--- config.mk ---
export PLATFORM = sky130hd
export DESIGN_NAME = mem_arbiter
export DESIGN_NICKNAME = d
export VERILOG_FILES = /design/src/rtl/mem_arbiter.sv
export SDC_FILE = /design/constraint.sdc
export NUM_CORES = 1
export LEC_CHECK = 0
export BUFFER_PORTS_ARGS = -buffer_cell sky130_fd_sc_hd__buf_2
export CORE_AREA = 3 3 164 166
export CTS_CLUSTER_DIAMETER = 150
export CTS_CLUSTER_SIZE = 8
export DETAILED_ROUTE_END_ITERATION = 10
export DIE_AREA = 0 0 167 169
export PLACE_DENSITY = 0.57
export SETUP_SLACK_MARGIN = 0.4
export SYNTH_ARGS = -nofsm -noshare
export SYNTH_HDL_FRONTEND = slang
export SYNTH_SLANG_ARGS = --single-unit
--- constraint.sdc ---
create_clock -name clk -period 1.7 [get_ports clk]
set_input_delay 0.34 -clock clk [delete_from_list [all_inputs] [get_ports clk]]
set_output_delay 0.34 -clock clk [all_outputs]
set_load 0.05 [all_outputs]
--- src/rtl/mem_arbiter.sv ---
// ---------------------------------------------------------------------------
// mem_arbiter
//
// Purpose:
//   Shares one single-port data memory between two requesters, the core port
//   (c_*) and the debug port (d_*). One request is served at a time in three
//   phases: accept (IDLE), memory strobe (ACCESS) and completion pulse (RESP).
//   When both ports request together, the port that was not granted last
//   wins (round-robin). After reset the core wins the first tie.
//
// Ports:
//   clk                          single clock, rising edge
//   reset                        asynchronous, active-low reset
//   c_valid / d_valid            request valid
//   c_we / d_we                  request is a write (1) or a read (0)
//   c_addr / d_addr              request word address
//   c_wdata / d_wdata            request write data
//   c_ready / d_ready            request accepted this cycle
//   c_rsp_valid / d_rsp_valid    one-cycle completion pulse
//   c_rsp_rdata / d_rsp_rdata    read data, valid with rsp_valid (0 on writes)
//   mem_en / mem_we              memory access strobe / write enable
//   mem_addr / mem_wdata         memory address / write data (0 when idle)
//   mem_rdata                    memory read data, valid the cycle after a read
//   busy                         high whenever an access is in progress
// ---------------------------------------------------------------------------
module mem_arbiter #(
    parameter int DATA_W = 64,
    parameter int ADDR_W = 10
) (
    input  logic              clk,
    input  logic              reset,

    input  logic              c_valid,
    input  logic              c_we,
    input  logic [ADDR_W-1:0] c_addr,
    input  logic [DATA_W-1:0] c_wdata,
    output logic              c_ready,
    output logic              c_rsp_valid,
    output logic [DATA_W-1:0] c_rsp_rdata,

    input  logic              d_valid,
    input  logic              d_we,
    input  logic [ADDR_W-1:0] d_addr,
    input  logic [DATA_W-1:0] d_wdata,
    output logic              d_ready,
    output logic              d_rsp_valid,
    output logic [DATA_W-1:0] d_rsp_rdata,

    output logic              mem_en,
    output logic              mem_we,
    output logic [ADDR_W-1:0] mem_addr,
    output logic [DATA_W-1:0] mem_wdata,
    input  logic [DATA_W-1:0] mem_rdata,

    output logic              busy
);

    typedef enum logic [1:0] {
        IDLE   = 2'd0,
        ACCESS = 2'd1,
        RESP   = 2'd2
    } state_t;

    state_t              r_state;
    logic                r_lastDebug;
    logic                r_ownerDebug;
    logic                r_we;
    logic                r_busy;
    logic                r_memEn;
    logic                r_memWe;
    logic [ADDR_W-1:0]   r_memAddr;
    logic [DATA_W-1:0]   r_memWdata;
    logic                r_cRspValid;
    logic                r_dRspValid;

    logic                w_idle;
    logic                w_grantCore;
    logic                w_grantDebug;
    logic                w_accept;
    logic                w_selWe;
    logic [ADDR_W-1:0]   w_selAddr;
    logic [DATA_W-1:0]   w_selWdata;

    // Grant decision. Ready is combinational so a requester sees acceptance
    // in the same cycle it presents valid. A lone requester always wins; on a
    // tie the pointer picks the port that was not granted last. Gating with
    // reset keeps both readies low while reset is held, even though the
    // state register already sits in IDLE.
    assign w_idle       = reset && (r_state == IDLE);
    assign w_grantCore  = w_idle && c_valid && (!d_valid || r_lastDebug);
    assign w_grantDebug = w_idle && d_valid && (!c_valid || !r_lastDebug);
    assign w_accept     = w_grantCore || w_grantDebug;

    assign c_ready = w_grantCore;
    assign d_ready = w_grantDebug;

    // The winner's request fields, captured at the accepting edge.
    assign w_selWe    = w_grantDebug ? d_we    : c_we;
    assign w_selAddr  = w_grantDebug ? d_addr  : c_addr;
    assign w_selWdata = w_grantDebug ? d_wdata : c_wdata;

    // Main controller. The memory strobe and completion pulses are held in
    // registers that are loaded one edge ahead of the phase they belong to,
    // so every output except ready and rsp_rdata comes straight from a flop.
    // The memory address/data registers double as the request latch: they
    // are loaded at accept, drive the memory for the single ACCESS cycle and
    // are cleared afterwards so the bus reads 0 while idle. An asynchronous
    // reset drops everything at once, which also abandons an access in
    // flight without ever producing its response.
    always_ff @(posedge clk or negedge reset) begin
        if (!reset) begin
            r_state      <= IDLE;
            r_lastDebug  <= 1'b1;
            r_ownerDebug <= 1'b0;
            r_we         <= 1'b0;
            r_busy       <= 1'b0;
            r_memEn      <= 1'b0;
            r_memWe      <= 1'b0;
            r_memAddr    <= '0;
            r_memWdata   <= '0;
            r_cRspValid  <= 1'b0;
            r_dRspValid  <= 1'b0;
        end else begin
            case (r_state)
                IDLE: begin
                    if (w_accept) begin
                        r_state      <= ACCESS;
                        r_busy       <= 1'b1;
                        r_ownerDebug <= w_grantDebug;
                        r_lastDebug  <= w_grantDebug;
                        r_we         <= w_selWe;
                        r_memEn      <= 1'b1;
                        r_memWe      <= w_selWe;
                        r_memAddr    <= w_selAddr;
                        r_memWdata   <= w_selWdata;
                    end
                end

                ACCESS: begin
                    r_state     <= RESP;
                    r_memEn     <= 1'b0;
                    r_memWe     <= 1'b0;
                    r_memAddr   <= '0;
                    r_memWdata  <= '0;
                    r_cRspValid <= !r_ownerDebug;
                    r_dRspValid <= r_ownerDebug;
                end

                RESP: begin
                    r_state     <= IDLE;
                    r_busy      <= 1'b0;
                    r_cRspValid <= 1'b0;
                    r_dRspValid <= 1'b0;
                end

                default: begin
                    r_state     <= IDLE;
                    r_busy      <= 1'b0;
                    r_memEn     <= 1'b0;
                    r_memWe     <= 1'b0;
                    r_memAddr   <= '0;
                    r_memWdata  <= '0;
                    r_cRspValid <= 1'b0;
                    r_dRspValid <= 1'b0;
                end
            endcase
        end
    end

    assign mem_en    = r_memEn;
    assign mem_we    = r_memWe;
    assign mem_addr  = r_memAddr;
    assign mem_wdata = r_memWdata;
    assign busy      = r_busy;

    assign c_rsp_valid = r_cRspValid;
    assign d_rsp_valid = r_dRspValid;

    // Memory read data only arrives during the response cycle, so it is
    // passed through combinationally and gated to the owning port; writes
    // and the non-owner always see 0.
    assign c_rsp_rdata = (r_cRspValid && !r_we) ? mem_rdata : '0;
    assign d_rsp_rdata = (r_dRspValid && !r_we) ? mem_rdata : '0;

endmodule
# ---- Word-level counts from Yosys, hierarchy flattened
# Index checks and enable logic that the tools add are counted.
dict set report totals {
  register_bits 84
  inputBits 218
  out_inout_bits 209
  word_cells 53
}
dict set report op_classes {
  n_eq_ne 3
  n_mux 18
  bitwise_logic 2
  n_reduce_logical 19
}
# operator count
set op_table {}
lappend op_table {{$mux W64} 4}
lappend op_table {{$pmux W64 S2} 1}
lappend op_table {{$mux W10} 2}
lappend op_table {{$pmux W10 S2} 1}
lappend op_table {{$pmux W1 S2} 5}
lappend op_table {{$logic_and A1 B1 Y1} 7}
lappend op_table {{$reduce_and A2 Y1} 3}
lappend op_table {{$logic_not A1 Y1} 5}
lappend op_table {{$pmux W2 S2} 1}
lappend op_table {{$logic_or A1 B1 Y1} 3}
lappend op_table {{$mux W1} 3}
lappend op_table {{$eq A2 B1 Y1 const B} 1}
lappend op_table {{$eq A2 B2 Y1 const B} 1}
lappend op_table {{$logic_not A2 Y1} 1}
lappend op_table {{$mux W2} 1}
lappend op_table {{$ne A2 B2 Y1 const B} 1}
lappend op_table {{$not A1 Y1} 2}

# ---- Longest topological paths before layout
dict set report logic_depth {
  depth_word 7
  depth_mapped 6
  ltp_nobuf 5
}

# ---- Least setup slack after synthesis
# OpenSTA, ideal clock, no wires.
dict set report synth_timing {
  path_kind {register to output}
  start {register r_cRspValid, in the netlist c_rsp_valid}
  end {output port c_rsp_rdata[10]}
  arrival_ns 1.696
  required_ns 1.360
  setup_slack_ns -0.336
  stages_incl_launch_ff 5
  path_buffers 2
  cell_sequence {dfrtp_1 > nor2b_1 > clkbuf_1 > clkbuf_1 > and2_1}
}
dict set report synth_between {
  elab_chain_len 2
}
# item line
set synth_rtl {}
lappend synth_rtl {{start, declared} 73} ;# logic r_cRspValid;
lappend synth_rtl {{start signal, assigned} 145} ;# r_cRspValid <= !r_ownerDebug;
lappend synth_rtl {{$logic_and A1 B1 Y1} 182} ;# assign c_rsp_rdata = (r_cRspValid && !r_we) ? mem_rdata : '0;
lappend synth_rtl {{$mux W64} 182}
lappend synth_rtl {{end, declared} 39} ;# output logic [DATA_W-1:0] c_rsp_rdata,
# No other way between the ends.

# ---- Worst setup path in the final report
dict set report layout_timing {
  start {register r_we}
  end {output port d_rsp_rdata[31]}
}
dict set report layout_between {
  elab_chain_len 3
}
# item line
set layout_rtl {}
lappend layout_rtl {{start, declared} 67} ;# logic r_we;
lappend layout_rtl {{start signal, assigned} 131} ;# r_we <= w_selWe;
lappend layout_rtl {{$logic_not A1 Y1} 183} ;# assign d_rsp_rdata = (r_dRspValid && !r_we) ? mem_rdata : '0;
lappend layout_rtl {{$logic_and A1 B1 Y1} 183}
lappend layout_rtl {{$mux W64} 183}
lappend layout_rtl {{end, declared} 47} ;# output logic [DATA_W-1:0] d_rsp_rdata,
# No other way between the ends.

==> run_results.csv <==
group,metric,value,unit
critical_path,slowest_delay,450,ps
global_route,grt.overflow.total,0,
critical_path,critical_path_class,"reg2out",
clock_network,ctsHtreeMaxLevel,3,
global_route,grt_first_pass_wirelength,29.6,mm
timing,rsz0062_at_grt,"yes",
power,irDropWorstVdd,478,µV
power,share_comb_of_total_power,58.0,%
power,p_int,6.11,mW
power,leakage,5.31,nW
floorplan,die_area,28200,µm²
hold_path,timing.hold.worst.class,"in2reg",
power,share_seq_of_total_power,23.4,%
timing,worst_pin_slew,946,ps
critical_path,critPathBufInv,2,
global_route,antenna_found_initial,5,
logic_synthesis,yosys_warnings,0,
logic_synthesis,synth_top_cell_area_share,43.6,%
clock_network,cts_buffers,9,
global_route,grt_use_total,13.3,%
job,max_cap_violations,0,
floorplan,initial_core_util,18.5,%
outcome,violations,"negative setup slack",
cells_and_area,layout.core_utilization,40.0,%
cells_and_area,layout-drive-gt1-share,71.6,%
cells_and_area,final_area,10300,µm²
timing,final_setup_slack_of_the_worst_path,-184,ps
logic_synthesis,yosys.cell_types.count,26,
clock_network,clk_latency_worst_skew_pair,340,ps
placed_design,gp_routability_congestion,0.793,
power,power,11.1,mW
floorplan,fp.dieH,169,µm
clock_network,max-clock-path-buffers,2,
logic_synthesis,avgSynthCellArea,9.41,µm²
timing,timing.clock.skew,9.06,ps
logic_synthesis,synthesis.nets,724,
logic_synthesis,ys_seq_elements,84,
cells_and_area,area_growth_syn_to_layout,116,%
cells_and_area,finish.net_count,1191,
timing,fmaxAchievable,0.531,GHz
routing,postRouteAntennaNets,0,
critical_path,path_cells,"nor2b_4 -> buf_12 -> and2_2 -> buf_6",
timing,max_slew_violation_count,0,
floorplan,die_w,167,µm
critical_path,required,1360,ps
critical_path,critical_path_arrival,1540,ps
placed_design,place_ws,68.3,ps
logic_synthesis,synth_cells,506,
routing,wire_per_inst,18.6,µm
global_route,grt_start_max_net_pins,71,
timing,hold_slack,268,ps
timing,min_period,1880,ps
outcome,outcome,"finished, violations left",
logic_synthesis,synth_area_leader_cell,"sky130_fd_sc_hd__dfrtp_1",
critical_path,worstPathMaxFanout,64,
timing,hold_viol_final,0,
timing,share_of_the_clock_period_used_by_the_worst_path,111,%
critical_path,critical-path-top-delay-family,"flip-flops",
placed_design,detailed_place.area,7620,µm²
placed_design,place.detailed.instances,1248,
routing,drt_iter0_drc,246,
power,p_clk_share,18.5,%
critical_path,critPathSlowestCell,"sky130_fd_sc_hd__dfrtp_2",
routing,dr_total_vias,5530,
logic_synthesis,leading_cell_types_by_total_area_after_synthesis,"sky130_fd_sc_hd__dfrtp_1, sky130_fd_sc_hd__and2_1, sky130_fd_sc_hd__mux2i_1, sky130_fd_sc_hd__nand2_1, sky130_fd_sc_hd__o21ai_0",
placed_design,place.detailed.hpwl,16.1,mm
critical_path,setup.worst_path.end_class,"output port",
routing,dr.pass1.iters,4,
clock_network,cts-root-buf,"sky130_fd_sc_hd__clkbuf_16",
clock_network,worst_setup_hold_path_clk_slew,70,ps
logic_synthesis,post_synth_instance_area,4760,µm²
timing,timing.final.setup_violations,130,
timing,finalSetupTns,-19880,ps
routing,post_drt_via_cell_ratio,4.20,
power,power.switching,4.98,mW
global_route,vias_in_the_first_global_route,5119,
routing,drc,0,
timing,timing.max_slew.rel_slack,36.9,%
cells_and_area,number_of_standard_cells_in_the_final_layout_excluding_fillers,1318,
critical_path,start_kind,"flip-flop",
placed_design,io_buffers,426,
power,power_density_over_the_cells,1080,nW/µm²
floorplan,core_area,25800,µm²
power,netSwitchingFraction,44.9,%
clock_network,tritoncts,"yes",
logic_synthesis,synth_sequential_area_ratio,44.2,%
clock_network,numClockSinks,84,
floorplan,pin_count,427,
cells_and_area,nFillCells,2483,
routing,routed_wirelength,24.6,mm
floorplan,rows,59,
-- state kept, by name, summed over array words and instances (netlist names) --
signal and count:
mem_wdata 64, mem_addr 10, r_state 2, busy 1, c_rsp_valid 1, d_rsp_valid 1
mem_en 1, mem_we 1, r_lastDebug 1, r_ownerDebug 1, r_we 1
-- worst register-to-register path, cell delays in order (launching register included) --
cell                      delay (ps)
sky130_fd_sc_hd__dfstp_2         580
sky130_fd_sc_hd__nand2_4          90
sky130_fd_sc_hd__buf_6           130
sky130_fd_sc_hd__nand3_4         140
sky130_fd_sc_hd__buf_6           130
sky130_fd_sc_hd__buf_6           100
sky130_fd_sc_hd__mux2i_1         200
sky130_fd_sc_hd__o21ai_1          80
-- routing by layer --
metal	global-route usage [%]	up-vias	part of all wire, %
met3	3.06	30	6.2
met2	24.4	266	53
li1	-	2618	-
met5	0	-	0
met1	15.3	2616	39
met4	4.27	0	2.4
-- worst paths after layout --
kind | start | end | slack, ps | cells past startpoint
worst min-delay path | d_wdata[19] | mem_wdata[19] | 270 | 3
worst min register to register | mem_wdata[20] | mem_wdata[20] | 480 | 2
max in group asynchronous | reset | r_we | 470 | 3
min in group asynchronous | reset | mem_addr[9] | 330 | 2
worst max-delay path | r_we | d_rsp_rdata[31] | -180 | 4
worst max register to register | r_lastDebug | mem_wdata[3] | 150 | 7
-- timing repair --
| action | in CTS | in global routing |
|---|---|---|
| cloned | 2 | 22 |
| hold buffers | 2 | 0 |
| gates resized for setup | 309 | 233 |
| pin swaps | 1 | 10 |
| setup buffers | 2 | 21 |
| hold endpoints to repair | 1 | 0 |
| endpoints found under the setup margin | 280 | 290 |
-- final cells by class --
type | instances | area (µm²) | share of cell area (%)
Multi-Input combinational cell | 381 | 3060 | 29.7
Clock buffer | 11 | 253 | 2.45
Sequential cell | 84 | 2110 | 20.5
Clock inverter | 5 | 60.1 | 0.583
Inverter | 5 | 27.5 | 0.267
Tap cell | 335 | 419 | 4.07
Timing Repair Buffer | 492 | 4370 | 42.4
Antenna cell | 5 | 12.5 | 0.121
-- cell families (layout without fill, tap and decap cells) --
group	Yosys count	after routing	synth area share, %
AO/OA/AOI/OAI	85	85	9.93
buffers and inverters	43	513	5.54
flip-flops	84	84	44.2
multiplexers	75	75	15.8
other	0	5	0
AND/OR/NAND/NOR	219	221	24.6
-- power by group through the flow --
stage	sequential [mW]	combinational, mW	clock [mW]
6_report	2.59	6.43	2.06
2_1_floorplan	3.72	2.51	0
3_5_place_dp	2.60	4.83	0
5_1_grt	2.64	6.68	2.21
3_3_place_gp	2.59	4.80	0
4_1_cts	2.57	5.53	2.12
-- cells in the mapped netlist --
cell / n
sky130_fd_sc_hd__buf_6: 11
sky130_fd_sc_hd__or2_1: 1
sky130_fd_sc_hd__dfrtp_1: 83
sky130_fd_sc_hd__o21ai_0: 50
sky130_fd_sc_hd__nor3b_4: 1
sky130_fd_sc_hd__o21ai_2: 6
sky130_fd_sc_hd__inv_1: 4
sky130_fd_sc_hd__nor2b_1: 3
sky130_fd_sc_hd__a21oi_1: 4
sky130_fd_sc_hd__o21ai_1: 20
sky130_fd_sc_hd__inv_2: 1
sky130_fd_sc_hd__buf_4: 4
sky130_fd_sc_hd__dfstp_2: 1
sky130_fd_sc_hd__mux2i_1: 75
sky130_fd_sc_hd__a31oi_4: 1
sky130_fd_sc_hd__nand2_1: 80
sky130_fd_sc_hd__a31oi_1: 1
sky130_fd_sc_hd__a21o_1: 1
sky130_fd_sc_hd__nand3_1: 2
sky130_fd_sc_hd__clkbuf_1: 19
sky130_fd_sc_hd__a211oi_1: 1
sky130_fd_sc_hd__a22oi_1: 1
sky130_fd_sc_hd__nand2_2: 1
sky130_fd_sc_hd__and2_1: 128
sky130_fd_sc_hd__nor2_1: 3
sky130_fd_sc_hd__buf_2: 4
-- layout by cell type (no fill, tap or decap), types with 2 or more instances in the layout --
master,instances
sky130_fd_sc_hd__a21oi_2,2
sky130_fd_sc_hd__and2_2,54
sky130_fd_sc_hd__and2_4,74
sky130_fd_sc_hd__buf_12,9
sky130_fd_sc_hd__buf_16,2
sky130_fd_sc_hd__buf_2,258
sky130_fd_sc_hd__buf_4,38
sky130_fd_sc_hd__buf_6,87
sky130_fd_sc_hd__buf_8,83
sky130_fd_sc_hd__clkbuf_16,21
sky130_fd_sc_hd__clkbuf_8,2
sky130_fd_sc_hd__clkinv_4,3
sky130_fd_sc_hd__clkinvlp_4,2
sky130_fd_sc_hd__dfrtp_1,79
sky130_fd_sc_hd__dfrtp_2,4
sky130_fd_sc_hd__diode_2,5
sky130_fd_sc_hd__dlygate4sd3_1,2
sky130_fd_sc_hd__inv_1,2
sky130_fd_sc_hd__mux2i_1,46
sky130_fd_sc_hd__mux2i_2,13
sky130_fd_sc_hd__mux2i_4,16
sky130_fd_sc_hd__nand2_1,77
sky130_fd_sc_hd__nand2_4,2
sky130_fd_sc_hd__nand2_8,2
sky130_fd_sc_hd__nand3_4,3
sky130_fd_sc_hd__nor2_1,3
sky130_fd_sc_hd__nor2b_4,2
sky130_fd_sc_hd__o21ai_1,63
sky130_fd_sc_hd__o21ai_2,12
(Power assumes the default switching activity.)
